[src/rtl/video_timing_gen.sv]
// video_timing_gen: free-running raster timing generator with a registered
// DE/VSYNC_n/HSYNC_n bundle, blanking flags, a selectable RGB888 test
// pattern and a completed-frame counter. Every output is registered and
// describes the counter position held during the previous enabled cycle.
module video_timing_gen #(
  parameter int H_ACTIVE = 800,
  parameter int H_FP     = 40,
  parameter int H_SYNC   = 48,
  parameter int H_BP     = 40,
  parameter int V_ACTIVE = 480,
  parameter int V_FP     = 13,
  parameter int V_SYNC   = 3,
  parameter int V_BP     = 29,
  parameter int BAR_W    = 100
) (
  input  logic        clk_i,
  input  logic        rst_i,
  input  logic        cen_i,
  input  logic [1:0]  pat_sel_i,
  input  logic [23:0] solid_rgb_i,
  output logic [2:0]  dvh_sync_o,
  output logic [1:0]  vh_blank_o,
  output logic [23:0] vid_rgb_o,
  output logic [15:0] frame_cnt_o
);

  localparam int H_TOTAL = H_ACTIVE + H_FP + H_SYNC + H_BP;
  localparam int V_TOTAL = V_ACTIVE + V_FP + V_SYNC + V_BP;

  // The grey ramp reads h[9:2] and the checkerboard reads v[5], so the
  // counters never shrink below those bit positions.
  localparam int HW = ($clog2(H_TOTAL) < 10) ? 10 : $clog2(H_TOTAL);
  localparam int VW = ($clog2(V_TOTAL) < 6) ? 6 : $clog2(V_TOTAL);
  localparam int BW = $clog2(BAR_W + 1);

  localparam logic [HW-1:0] H_LAST   = HW'(H_TOTAL - 1);
  localparam logic [HW-1:0] H_ACT_C  = HW'(H_ACTIVE);
  localparam logic [HW-1:0] HS_BEG_C = HW'(H_ACTIVE + H_FP);
  localparam logic [HW-1:0] HS_END_C = HW'(H_ACTIVE + H_FP + H_SYNC);
  localparam logic [VW-1:0] V_LAST   = VW'(V_TOTAL - 1);
  localparam logic [VW-1:0] V_ACT_C  = VW'(V_ACTIVE);
  localparam logic [VW-1:0] VS_BEG_C = VW'(V_ACTIVE + V_FP);
  localparam logic [VW-1:0] VS_END_C = VW'(V_ACTIVE + V_FP + V_SYNC);
  localparam logic [BW-1:0] BAR_LAST = BW'(BAR_W - 1);

  logic [HW-1:0] h_cnt_q, h_cnt_d;
  logic [VW-1:0] v_cnt_q, v_cnt_d;
  logic [BW-1:0] bar_px_q, bar_px_d;
  logic [2:0]    bar_idx_q, bar_idx_d;
  logic [1:0]    pat_q, pat_d;
  logic [23:0]   solid_q, solid_d;
  logic [2:0]    dvh_q, dvh_d;
  logic [1:0]    blank_q, blank_d;
  logic [23:0]   rgb_q, rgb_d;
  logic [15:0]   frame_q, frame_d;

  logic h_wrap, v_wrap, at_origin, de;

  function automatic logic [23:0] bar_colour(input logic [2:0] idx);
    case (idx)
      3'd0:    bar_colour = 24'hFFFFFF;
      3'd1:    bar_colour = 24'hFFFF00;
      3'd2:    bar_colour = 24'h00FFFF;
      3'd3:    bar_colour = 24'h00FF00;
      3'd4:    bar_colour = 24'hFF00FF;
      3'd5:    bar_colour = 24'hFF0000;
      3'd6:    bar_colour = 24'h0000FF;
      default: bar_colour = 24'h000000;
    endcase
  endfunction

  // Next counter state, pattern latch and the decode of the current position.
  always_comb begin
    h_wrap    = (h_cnt_q == H_LAST);
    v_wrap    = (v_cnt_q == V_LAST);
    at_origin = (h_cnt_q == '0) && (v_cnt_q == '0);

    h_cnt_d = h_wrap ? '0 : h_cnt_q + 1'b1;
    v_cnt_d = v_cnt_q;
    if (h_wrap) begin
      v_cnt_d = v_wrap ? '0 : v_cnt_q + 1'b1;
    end

    // Bar position tracks h_cnt with a BAR_W-pixel sub-counter instead of a
    // divide; the index sticks at the last bar once the bars run out.
    bar_px_d  = bar_px_q;
    bar_idx_d = bar_idx_q;
    if (h_wrap) begin
      bar_px_d  = '0;
      bar_idx_d = '0;
    end else if (bar_px_q == BAR_LAST) begin
      bar_px_d  = '0;
      bar_idx_d = (bar_idx_q == 3'd7) ? 3'd7 : bar_idx_q + 3'd1;
    end else begin
      bar_px_d = bar_px_q + 1'b1;
    end

    // The pattern sampled at the origin already applies to the origin pixel.
    pat_d   = at_origin ? pat_sel_i : pat_q;
    solid_d = at_origin ? solid_rgb_i : solid_q;

    de      = (h_cnt_q < H_ACT_C) && (v_cnt_q < V_ACT_C);
    dvh_d   = {de,
               ~((v_cnt_q >= VS_BEG_C) && (v_cnt_q < VS_END_C)),
               ~((h_cnt_q >= HS_BEG_C) && (h_cnt_q < HS_END_C))};
    blank_d = {(v_cnt_q >= V_ACT_C), (h_cnt_q >= H_ACT_C)};

    rgb_d = '0;
    if (de) begin
      case (pat_d)
        2'd0:    rgb_d = bar_colour(bar_idx_q);
        2'd1:    rgb_d = solid_d;
        2'd2:    rgb_d = {3{h_cnt_q[9:2]}};
        default: rgb_d = (h_cnt_q[5] ^ v_cnt_q[5]) ? 24'hFFFFFF : 24'h000000;
      endcase
    end

    frame_d = (h_wrap && v_wrap) ? frame_q + 16'd1 : frame_q;
  end

  // All state advances together on enabled cycles and clears asynchronously.
  always_ff @(posedge clk_i or posedge rst_i) begin
    if (rst_i) begin
      h_cnt_q   <= '0;
      v_cnt_q   <= '0;
      bar_px_q  <= '0;
      bar_idx_q <= '0;
      pat_q     <= '0;
      solid_q   <= '0;
      dvh_q     <= 3'b011;
      blank_q   <= 2'b11;
      rgb_q     <= '0;
      frame_q   <= '0;
    end else if (cen_i) begin
      h_cnt_q   <= h_cnt_d;
      v_cnt_q   <= v_cnt_d;
      bar_px_q  <= bar_px_d;
      bar_idx_q <= bar_idx_d;
      pat_q     <= pat_d;
      solid_q   <= solid_d;
      dvh_q     <= dvh_d;
      blank_q   <= blank_d;
      rgb_q     <= rgb_d;
      frame_q   <= frame_d;
    end
  end

  assign dvh_sync_o  = dvh_q;
  assign vh_blank_o  = blank_q;
  assign vid_rgb_o   = rgb_q;
  assign frame_cnt_o = frame_q;

endmodule

[config.mk]
export PLATFORM = sky130hd
export DESIGN_NAME = video_timing_gen
export DESIGN_NICKNAME = d
export VERILOG_FILES = /design/src/rtl/video_timing_gen.sv
export SDC_FILE = /design/constraint.sdc
export NUM_CORES = 1
export LEC_CHECK = 0
export CAP_MARGIN = 25
export CORE_UTILIZATION = 46
export CTS_BUF_LIST = sky130_fd_sc_hd__clkbuf_8
export DETAILED_ROUTE_END_ITERATION = 10
export GPL_TIMING_DRIVEN = 0
export HOLD_SLACK_MARGIN = 0.02
export PLACE_DENSITY = 0.82
export SYNTH_ARGS = -nofsm -noshare
export SYNTH_HDL_FRONTEND = slang
export SYNTH_SLANG_ARGS = --single-unit
[constraint.sdc]
create_clock -name clk_i -period 3.7 [get_ports clk_i]
set_input_delay 0.925 -clock clk_i [delete_from_list [all_inputs] [get_ports clk_i]]
set_output_delay 0.925 -clock clk_i [all_outputs]
set_load 0.01 [all_outputs]
Word-level counts from Yosys, hierarchy flattened
Cells that the tools add are included.

Add/sub/neg operators: 5. Muxes and demuxes: 13. Eq/ne operators: 12. Reductions and logical operators: 13. Bitwise logic cells: 3. $lt $le $gt $ge: 8.

Operator list (number): 24-bit one-hot mux with 7 select lines (1); 24-bit 2-to-1 mux (3); 24-bit one-hot mux with 3 select lines (1); 10-bit by 1-bit adder with 10-bit output, second input constant (2); 10-bit equality test, second input constant (2); 10-bit greater-or-equal comparator, second input constant (2); 10-bit by 9-bit greater-or-equal comparator with 1-bit output, second input constant (2); 10-bit zero test (2); 10-bit < comparator, second input constant (2); 10-bit by 9-bit < comparator with 1-bit output, second input constant (2); 10-bit 2-to-1 mux (2); 16-bit by 1-bit adder with 16-bit output, second input constant (1); 7-bit 2-to-1 mux (2); 3-bit equality test, second input constant (4); 3-bit 2-to-1 mux (3); 7-bit by 1-bit adder with 7-bit output, second input constant (1); 7-bit equality test, second input constant (1); 3-bit by 2-bit equality test with 1-bit output, second input constant (2); 2-bit AND reduction (3); 1-bit logical AND (5); 3-bit by 1-bit adder with 3-bit output, second input constant (1); 3-bit by 1-bit equality test with 1-bit output, second input constant (1); 3-bit zero test (1); 2-bit by 1-bit equality test with 1-bit output, second input constant (1); 6 further kinds (7).

Flip-flop bits (word level): 101. Input port bits: 29. Output and inout port bits: 45. Word-level logic and storage cells: 64.

Longest topological paths before layout
Gate-level depths: netlist of run 1.

Depth in word-level cells: 6. Gate-level depth with buffers: 9. Gate-level depth less buffers: 7.

Worst setup path after synthesis of run 1
OpenSTA, ideal clock, no wires.

Path kind: register to register. From: register h_cnt_q[2]. To: register rgb_q[10] (netlist: vid_rgb_o[10]). Data arrival time: 2.605 ns. Period minus slack after synthesis: 2.709 ns. Buffers on the path: 3. Setup time: 0.104 ns. Slack: 0.991 ns. Required time: 3.596 ns. Stages on the path, launching flop included: 9. Cell sequence: dfrtp_1 buf_6 or4_1 or4_1 or2_0 clkbuf_1 a211o_1 buf_4 o41ai_2.

Longest elaborated chain between the ends: 6. Elaborated cells on any way between the ends: 11. Classes of those cells: order compare: 1; eq/ne: 2; mux: 4; reduce/logical: 4.

Ends and longest elaborated chain: start, declared (line 46) `logic [HW-1:0] h_cnt_q, h_cnt_d;`; start signal, assigned (line 135) `h_cnt_q <= h_cnt_d;`; 10-bit zero test (line 76) `at_origin = (h_cnt_q == '0) && (v_cnt_q == '0);`; 1-bit logical AND (line 76); 2-bit 2-to-1 mux (line 99) `pat_d = at_origin ? pat_sel_i : pat_q;`; 2-bit equality test (tied with other cells) (line 110) `case (pat_d)`; 24-bit one-hot mux with 3 select lines (line 110); 24-bit 2-to-1 mux * (line 109) `if (de) begin`; end signal, assigned (line 143) `rgb_q <= rgb_d;`; end, declared (line 54) `logic [23:0] rgb_q, rgb_d;`.

Every way passes the cells marked *; elsewhere a longest branch is shown, timed or not. A chain may end at the register's enable or synchronous reset.

Final worst setup path of run 1
From: register v_cnt_q[9]. To: register rgb_q[1] (netlist: vid_rgb_o[1]).

Longest elaborated chain between the ends: 6. Elaborated cells on any way between the ends: 11. Classes of those cells: order compare: 1; eq/ne: 2; mux: 4; reduce/logical: 4.

Ends and longest elaborated chain: start, declared (line 47) `logic [VW-1:0] v_cnt_q, v_cnt_d;`; start signal, assigned (line 136) `v_cnt_q <= v_cnt_d;`; 10-bit zero test (line 76); 1-bit logical AND (line 76); 2-bit 2-to-1 mux (line 99); 2-bit equality test (tied with other cells) (line 110); 24-bit one-hot mux with 3 select lines (line 110); 24-bit 2-to-1 mux * (line 109).

Marks and branches as above.

==> impl_metrics.csv, run 1 <==
group,metric,value,unit
status,run_status,"complete, but fails checks",
status,violations,"design-rule violations",
worst_setup_path,cp.depth,8,
worst_setup_path,crit_type,"flop to flop",
yosys,synth_top_flop_cell,"dfrtp_1",
worst_setup_path,reg2reg_slack,360,ps
cells_and_area,multi_input_area,0.00282,sq mm
floorplanning,core-area,0.0116,sq mm
timing,setup_ws,359,ps
yosys,synth_area,0.00557,sq mm
worst_setup_path,critPathMaxFanout,10,
worst_setup_path,ff2ff_path_depth,8,
cells_and_area,layout_common_cells,"dfrtp_1, clkdlybuf4s50_1, nor2_1, nand2_1, nor3_1",
global_routing,antenna_found_initial,0,
global_routing,grt_usage,22.9,%
timing,relSlewSlack,27.0,%
global_routing,grt.overflow.total,0,
worst_setup_path,crit_path_max_incr_delay,530,ps
worst_setup_path,cp_cell_sequence,"clkbuf_1 > or4_1 > or4_1 > clkbuf_1 > nor2_2 > clkbuf_1 > nor4b_1 > o41ai_1",
timing,post-route-period-util,90.3,%
cells_and_area,regArea,0.00253,sq mm
yosys,synth_top_area_share,43.6,%
place,place_hpwl,10100,um
hold_path,hold_class,"flop to flop",
place,dpl.cell_count,780,
power_and_ir_drop,powerDensity,354,mW/mm^2
yosys,synth_edf_count,0,
route,drt_iter0_drc,324,
cells_and_area,stdcell_area,0.00673,sq mm
timing,clock_skew,11.6,ps
yosys,ys_top_cells_by_area,"dfrtp_1, mux2_2, nor3_1",
worst_setup_path,crit_buf_inv,3,
timing,clock.fmax,299,MHz
clocking,post_cts_resized,0,
cells_and_area,area_delta_synth_final,20.8,%
route,drt-wirelength-per-cell,17.4,um
yosys,ys_seq_area_share,45.5,%
cells_and_area,utilization,57.9,%
yosys,synth_warnings,0,
global_routing,first_global_vias,4635,
route,drt-total-wl,13900,um
clocking,cts_tree,"done",
run,maxCapViolations,0,
route,vias,4719,
yosys,synth_area_per_cell,9.91,sq um
global_routing,grt_pass1_wl,23100,um
cells_and_area,drive_gt1_share,11.3,%
yosys,yosysUniqueCellTypes,50,
yosys,yosys.area.top_type,"dfrtp_1",
power_and_ir_drop,p_leak,3.00,nW
cells_and_area,layout_commonest_cell,"dfrtp_1",
timing,fin_hold_ws,473,ps
worst_setup_path,required,3940,ps
clocking,clkLatencyLatePin,370,ps
hold_path,hold_depth,1,
route,via_per_inst,5.93,
yosys,syn_inst,562,
floorplanning,pin_count,74,
timing,max_slew.worst_pin.slew,1080,ps
floorplanning,die_w,112,um
worst_setup_path,arrival,3580,ps
timing,slew_violations,0,
route,remaining_drc_errors,6,
timing,setup_violations,0,
cells_and_area,fin_nets,689,
place,dpl_worst_slack,415,ps
floorplanning,die_h,112,um
worst_setup_path,worstReg2RegStart,"v_cnt_q[9]$_DFFE_PP0P_",
worst_setup_path,path_delay_family,"simple AND/OR/NAND/NOR gates",
floorplanning,rows,39,
worst_setup_path,end_kind,"flop",
timing,hold_viol_final,0,
place,place_area,0.00651,sq mm
clocking,clk_pin_slew,90,ps
cells_and_area,diodes,0,
worst_setup_path,r2r_end,"vid_rgb_o[1]$_DFFE_PP0P_",
yosys,synthesis.nets,603,
yosys,ys_ff_latch,101,
worst_setup_path,cp_common_cell,"clkbuf_1",
clocking,post-cts-setup-buffer-count,0,
worst_setup_path,cpMaxStageDelayCell,"or4_1",
clocking,htreeDepth,3,
yosys,async_reset_ff_share,100,%
global_routing,grt_max_degree,76,
timing,final.setup.tns,0,ps
hold_path,hold_start,"frame_cnt_o[15]$_DFFE_PP0P_",
floorplanning,start_util,47.9,%
power_and_ir_drop,max-vdd-ir-drop,0.000222,V
floorplanning,die_area,0.0125,sq mm
clocking,cts_made_buffers,9,
clocking,clock-sinks,101,
power_and_ir_drop,finalPower,2.38,mW
place,place_congestion,0.939,
worst_setup_path,cp-start-kind,"flop",
route,dr.pass1.iters,9,
clocking,clockBufferDepth,2,
route,ant_nets,0,
timing,grt_setup_unrepaired,"no",
cells_and_area,final-instance-count-excl-fill,796,
place,port_buffers,73,
timing,finalCriticalPeriod,3340,ps
cells_and_area,fillCellCount,1021,
clocking,ctsHoldBuffers,0,
clocking,cts_root_buf,"clkbuf_8",
hold_path,min_to,"frame_cnt_o[15]$_DFFE_PP0P_",
registers in the layout (all words and copies together), names as in the netlist:
signal       cells
solid_q         24
vid_rgb_o       24
vh_blank_o       2
pat_q            2
dvh_sync_o       3
h_cnt_q         10
v_cnt_q         10
frame_cnt_o     16
bar_idx_q        3
bar_px_q         7
power breakdown:
part           internal [mW]  switching, mW  leakage (nW)
clock                  0.366          0.376         0.114
combinational          0.176          0.221          1.56
sequential              1.17         0.0667          1.33
worst max-delay path by stage:
| stage | startpoint | end | slack, ps |
|---|---|---|---|
| after CTS | v_cnt_q[9]$_DFFE_PP0P_ | vid_rgb_o[1]$_DFFE_PP0P_ | 380 |
| after floorplan | rst_i | bar_idx_q[0]$_DFFE_PP0P_ | 130 |
| after global placement | rst_i | solid_q[3]$_DFFE_PP0P_ | -1240 |
| after global routing | v_cnt_q[9]$_DFFE_PP0P_ | vid_rgb_o[1]$_DFFE_PP0P_ | 190 |
| after detailed placement | cen_i | frame_cnt_o[14]$_DFFE_PP0P_ | 410 |
| final | v_cnt_q[9]$_DFFE_PP0P_ | vid_rgb_o[1]$_DFFE_PP0P_ | 360 |
synth_stat cells, types with 3 or more instances:
library cell	number
mux2i_1	10
and2_1	3
nor4b_1	7
nor2_1	50
o31ai_1	10
o41ai_2	12
or4_1	4
nand2b_1	26
mux2_2	29
xnor2_1	20
nor4_1	3
and3_1	9
nand2_1	44
nand4_1	12
nor3_1	40
inv_1	14
clkbuf_1	30
ha_1	12
buf_1	3
nor2b_1	10
dfstp_2	4
a21oi_1	12
nand3_1	13
dfrtp_1	97
o311ai_0	8
xor2_1	12
a211oi_1	8
o41ai_1	14
o21ai_0	17
per-layer routing:
metal,GRT usage [%],routed length (um),up-vias
met4,8.27,315,0
met5,0,0,-
met1,29.9,6080,2333
li1,-,-,2206
met2,38.1,6770,153
met3,4.32,711,27
worst reg2reg max path, stage by stage (launching register included):
cell and delay (ps):
dfrtp_1 380, clkbuf_1 220, or4_1 510, or4_1 530
clkbuf_1 250, nor2_2 350, clkbuf_1 450, nor4b_1 150
o41ai_1 380
final cells by class:
type,count,area share (%)
Timing Repair Buffer,75,11.3
Clock inverter,4,0.707
Clock buffer,12,2.46
Tap cell,143,2.66
Inverter,14,0.819
Sequential cell,101,37.7
Buffer,38,2.44
Multi-Input combinational cell,409,41.9
kinds of logic after synthesis:
logic type	Yosys count	synth area share (%)
mux	39	7.66
buf+inv	52	3.89
xor+xnor	32	5.03
compound gates	94	13.9
fa+ha+maj	12	2.70
simple gates	232	21.4
flops	101	45.5
Note: power is estimated with default switching activity, not from simulation.
==> run 2: changes to the inputs <==
- ABC_AREA: not set -> 1
- RECOVER_POWER: not set -> 50
==> impl_metrics.csv, run 2 <==
group,metric,value,unit
status,run_status,"complete, but fails checks",
status,violations,"max-capacitance violations, max-slew violations",
route,dr.pass1.iters,5,
yosys,async_reset_ff_share,100,%
floorplanning,die_h,113,um
worst_setup_path,ff2ff_path_depth,12,
clocking,cts_tree,"done",
cells_and_area,fillCellCount,1112,
clocking,post_cts_resized,0,
yosys,synth_edf_count,0,
worst_setup_path,end_kind,"flop",
place,dpl_worst_slack,806,ps
timing,hold_viol_final,0,
timing,setup_violations,0,
route,vias,5091,
worst_setup_path,crit_type,"flop to flop",
cells_and_area,layout_commonest_cell,"nand2_1",
yosys,ys_ff_latch,101,
place,place_area,0.00668,sq mm
run,maxCapViolations,1,
global_routing,grt_pass1_wl,23400,um
floorplanning,rows,40,
yosys,synth_area,0.00571,sq mm
power_and_ir_drop,max-vdd-ir-drop,0.000226,V
clocking,cts_made_buffers,9,
global_routing,grt_usage,23.1,%
route,drt_iter0_drc,589,
worst_setup_path,required,3980,ps
global_routing,first_global_vias,4797,
worst_setup_path,crit_path_end,"frame_cnt_o[12]$_DFFE_PP0P_",
worst_setup_path,critPathMaxFanout,9,
clocking,clk_pin_slew,100,ps
yosys,ys_top_cells_by_area,"dfrtp_1, nand2_1, nand3_1",
floorplanning,core-area,0.0121,sq mm
yosys,synth_most_common_cell,"nand2_1",
clocking,clock-sinks,101,
floorplanning,start_util,47.3,%
cells_and_area,utilization,56.5,%
yosys,synth_area_per_cell,7.91,sq um
global_routing,grt.overflow.total,0,
clocking,htreeDepth,3,
route,drt-total-wl,14000,um
yosys,synth_top_area_share,42.5,%
yosys,yosysUniqueCellTypes,47,
yosys,synth_top_cells_by_count,"nand2_1, dfrtp_1, nand3_1",
place,port_buffers,73,
cells_and_area,final-instance-count-excl-fill,980,
timing,clock.fmax,362,MHz
timing,clock_skew,17.0,ps
worst_setup_path,reg2reg_slack,940,ps
power_and_ir_drop,powerDensity,354,mW/mm^2
route,ant_nets,0,
worst_setup_path,r2r_end,"frame_cnt_o[12]$_DFFE_PP0P_",
worst_setup_path,arrival,3040,ps
route,via_per_inst,5.19,
clocking,post-cts-setup-buffer-count,0,
floorplanning,die_w,113,um
route,drt-wirelength-per-cell,14.3,um
clocking,ctsHoldBuffers,0,
cells_and_area,fin_nets,848,
cells_and_area,stdcell_area,0.00682,sq mm
yosys,syn_inst,722,
timing,grt_setup_unrepaired,"no",
worst_setup_path,worstReg2RegStart,"h_cnt_q[0]$_DFFE_PP0P_",
yosys,ys_seq_area_share,44.4,%
power_and_ir_drop,p_leak,3.36,nW
timing,max_slew.worst_pin.slew,1870,ps
yosys,yosys.area.top_type,"dfrtp_1",
hold_path,hold_class,"flop to flop",
worst_setup_path,crit_path_start,"h_cnt_q[0]$_DFFE_PP0P_",
timing,setup_ws,940,ps
yosys,synth_top_flop_cell,"dfrtp_1",
timing,final.setup.tns,0,ps
floorplanning,pin_count,74,
yosys,synthesis.nets,763,
worst_setup_path,cp-start-kind,"flop",
timing,slew_violations,46,
timing,finalCriticalPeriod,2760,ps
route,remaining_drc_errors,0,
clocking,cts_root_buf,"clkbuf_8",
clocking,clockBufferDepth,2,
clocking,clkLatencyLatePin,380,ps
cells_and_area,area_delta_synth_final,19.4,%
timing,post-route-period-util,74.6,%
cells_and_area,diodes,0,
global_routing,grt_max_degree,57,
cells_and_area,drive_gt1_share,8.25,%
yosys,synth_warnings,0,
place,place_hpwl,10400,um
cells_and_area,layout_common_cells,"nand2_1, dfrtp_1, nand3_1, clkdlybuf4s50_1, inv_1",
place,dpl.cell_count,964,
timing,relSlewSlack,-24.8,%
global_routing,antenna_found_initial,0,
place,place_congestion,0.939,
floorplanning,die_area,0.0129,sq mm
## run 2: layer usage
metal	GRT usage [%]	wire (um)	vias to the layer above
met2	33.9	6020	167
li1	-	-	2528
met5	0	0	-
met4	7.11	224	0
met1	34.1	6820	2377
met3	4.89	953	19
## run 2: logic make-up (layout without fill, tap and decap cells)
| group | count (synthesis) | in the layout | share of synthesized area (%) |
|---|---|---|---|
| AOI/OAI and AO/OA | 73 | 73 | 6.95 |
| adders and majority gates | 12 | 12 | 2.63 |
| xor gates and xnor gates | 20 | 20 | 3.07 |
| DFF | 101 | 101 | 44.4 |
| muxes | 1 | 1 | 0.175 |
| buffers and inverters | 98 | 188 | 7.63 |
| and+or+nand+nor | 417 | 417 | 35.2 |
## run 2: worst min path at each step
stage | endpoint | slack, ps | cells past startpoint | start
6_report | solid_q[9]$_DFFE_PP0P_ | 490 | 2 | solid_q[9]$_DFFE_PP0P_
5_1_grt | solid_q[21]$_DFFE_PP0P_ | 500 | 2 | solid_q[21]$_DFFE_PP0P_
4_1_cts | solid_q[9]$_DFFE_PP0P_ | 490 | 2 | solid_q[9]$_DFFE_PP0P_
3_5_place_dp | solid_q[9]$_DFFE_PP0P_ | 470 | 2 | solid_q[9]$_DFFE_PP0P_
3_3_place_gp | solid_q[17]$_DFFE_PP0P_ | 460 | 2 | solid_q[17]$_DFFE_PP0P_
2_1_floorplan | solid_q[16]$_DFFE_PP0P_ | 450 | 2 | solid_q[16]$_DFFE_PP0P_
## run 2: stage by stage
step,hold WS (ps),power [mW]
global placement,462,1.75
finish,488,2.42
CTS,491,2.43
global route,501,2.55
detailed placement,466,1.77
floorplan,449,1.61
## run 2: power breakdown
group | switching [mW] | leakage [nW] | internal (mW)
logic | 0.253 | 2.03 | 0.182
registers | 0.0997 | 1.23 | 1.22
clock network | 0.402 | 0.0980 | 0.263
## run 2: worst max-delay path, stage by stage, from the launching register on
cell	delay [ps]
dfrtp_1	390
ha_1	200
inv_1	50
nor2_1	240
nand2_1	80
nor2_1	170
nand2_1	200
nor2_1	580
nand2_1	300
nor3_2	270
nand2_1	80
nand2_1	60
nand2_1	50
## run 2: final cells by class
type | instances | area [sq um] | share of cell area (%)
Buffer | 24 | 153 | 2.24
Clock buffer | 10 | 138 | 2.02
Clock inverter | 6 | 36.3 | 0.532
Inverter | 74 | 282 | 4.13
Multi-Input combinational cell | 523 | 2710 | 39.7
Sequential cell | 101 | 2530 | 37.2
Tap cell | 168 | 210 | 3.08
Timing Repair Buffer | 74 | 758 | 11.1
==> run 3: changes to the inputs <==
- PLACE_DENSITY: 0.82 -> 0.79
- clock period: 3.7 -> 2.8 ns (I/O delays scaled with it)
==> impl_metrics.csv, run 3 (same netlist as run 2, synthesis figures left out) <==
group,metric,value,unit
route,dr.pass1.iters,4,
cells_and_area,fin_nets,849,
timing,clock.fmax,419,MHz
status,run_status,"finished, final reports clean",
worst_setup_path,crit_buf_inv,4,
floorplanning,pin_count,74,
cells_and_area,final-instance-count-excl-fill,979,
timing,grt_setup_unrepaired,"no",
cells_and_area,diodes,0,
floorplanning,die_area,0.0129,sq mm
clocking,post-cts-setup-buffer-count,0,
cells_and_area,multi_input_area,0.00273,sq mm
place,dpl.cell_count,965,
floorplanning,rows,40,
timing,post-route-period-util,85.1,%
global_routing,first_global_vias,4582,
timing,final.setup.tns,0,ps
route,vias,4986,
worst_setup_path,end_kind,"flop",
cells_and_area,area_delta_synth_final,20.1,%
timing,clock_skew,8.38,ps
timing,finalCriticalPeriod,2380,ps
worst_setup_path,crit_type,"input pin to flop",
clocking,clkLatencyLatePin,390,ps
global_routing,grt_pass1_wl,22900,um
worst_setup_path,cpMaxStageDelayCell,"dlygate4sd3_1",
clocking,clk_pin_slew,90,ps
run,maxCapViolations,0,
worst_setup_path,required,3050,ps
worst_setup_path,cp-start-kind,"input pin",
worst_setup_path,arrival,2640,ps
route,drt-wirelength-per-cell,14.2,um
cells_and_area,layout_commonest_cell,"nand2_1",
clocking,post_cts_resized,0,
floorplanning,core-area,0.0121,sq mm
route,remaining_drc_errors,0,
timing,hold_viol_final,0,
route,drt-total-wl,13900,um
floorplanning,die_w,113,um
cells_and_area,fillCellCount,1135,
place,port_buffers,73,
worst_setup_path,path_delay_family,"buffers and inverters",
worst_setup_path,cp_cell_sequence,"dlygate4sd3_1 > inv_1 > clkbuf_1 > clkbuf_1 > o21ai_0",
floorplanning,start_util,47.3,%
place,place_congestion,0.902,
global_routing,grt_max_degree,43,
timing,slew_violations,0,
clocking,ctsHoldBuffers,0,
global_routing,grt_usage,22.9,%
power_and_ir_drop,p_leak,3.40,nW
timing,max_slew.worst_pin.slew,1290,ps
power_and_ir_drop,powerDensity,470,mW/mm^2
power_and_ir_drop,max-vdd-ir-drop,0.000239,V
hold_path,hold_class,"flop to flop",
clocking,clockBufferDepth,2,
route,drt_iter0_drc,417,
worst_setup_path,critPathMaxFanout,10,
route,via_per_inst,5.09,
floorplanning,die_h,113,um
cells_and_area,regArea,0.00253,sq mm
clocking,cts_made_buffers,9,
clocking,clock-sinks,101,
worst_setup_path,cp_common_cell,"clkbuf_1",
global_routing,antenna_found_initial,0,
clocking,cts_root_buf,"clkbuf_8",
route,ant_nets,0,
cells_and_area,drive_gt1_share,8.63,%
worst_setup_path,crit_path_max_incr_delay,580,ps
clocking,htreeDepth,3,
place,place_hpwl,10400,um
timing,relSlewSlack,13.8,%
cells_and_area,layout_common_cells,"nand2_1, dfrtp_1, nand3_1, clkdlybuf4s50_1, inv_1",
timing,setup_violations,0,
global_routing,grt.overflow.total,0,
clocking,cts_tree,"done",
-- run 3: cell count changes in the layout (fill, tap and decap cells not counted), moves of 2 or more --
cell,delta
o21ai_1,+2
buf_12,+2
o21ai_0,-2
dlygate4sd3_1,+2
clkdlybuf4s50_1,-2
inv_6,-2
clkinv_2,-2
-- run 3: metal layers --
metal | wire length, um | global-route usage [%] | share of wire (%) | up-vias
met5 | 0 | 0 | 0 | -
met4 | 360 | 8.77 | 2.6 | 0
met3 | 796 | 4.99 | 5.7 | 24
met2 | 5840 | 33.0 | 42 | 147
met1 | 6900 | 33.6 | 50 | 2289
li1 | - | - | - | 2526
-- run 3: cell type report --
type	count	area share, %
tap	168	3.07
buffer	24	2.24
timing repair buffer	75	11.2
sequential	101	36.9
multi-input combinational	523	39.8
clock buffer	9	1.81
clock inverter	5	0.803
inverter	74	4.12
-- run 3: per-stage QoR --
step	worst slack [ps]	cell area [sq um]	util [%]	total power, mW	hold slack (ps)
detailed placement	99.5	6690	55.5	2.34	465
floorplan	866	5710	-	2.13	449
finish	416	6860	56.9	3.22	482
CTS	478	6870	57.0	3.25	489
global placement	-178	6650	55.2	2.32	462
global route	166	6860	56.9	3.41	496
-- run 3: where the power goes --
part           switching (mW)  internal (mW)  leakage, nW
clock                   0.508          0.400       0.0923
combinational           0.337          0.241         2.07
sequential              0.131           1.61         1.23
total                   0.975           2.25         3.40
-- run 3: final timing paths --
check | slack (ps) | cells after the start | startpoint | endpoint
worst max-delay path | 420 | 5 | cen_i | dvh_sync_o[2]$_DFFE_PP0P_
worst min-delay path | 480 | 2 | vid_rgb_o[16]$_DFFE_PP0P_ | vid_rgb_o[16]$_DFFE_PP0P_
worst max register to register | 450 | 14 | v_cnt_q[0]$_DFFE_PP0P_ | vid_rgb_o[12]$_DFFE_PP0P_
worst min register to register | 480 | 2 | vid_rgb_o[16]$_DFFE_PP0P_ | vid_rgb_o[16]$_DFFE_PP0P_
max in group asynchronous | 970 | 3 | rst_i | vh_blank_o[0]$_DFFE_PP1P_
min in group asynchronous | 1030 | 2 | rst_i | h_cnt_q[9]$_DFFE_PP0P_
-- run 3: worst min-delay path, delay by kind of cell (launching register included) --
kind / cells / cell delay (ps)
DFF: 1 / 350
and+or+nand+nor: 2 / 110
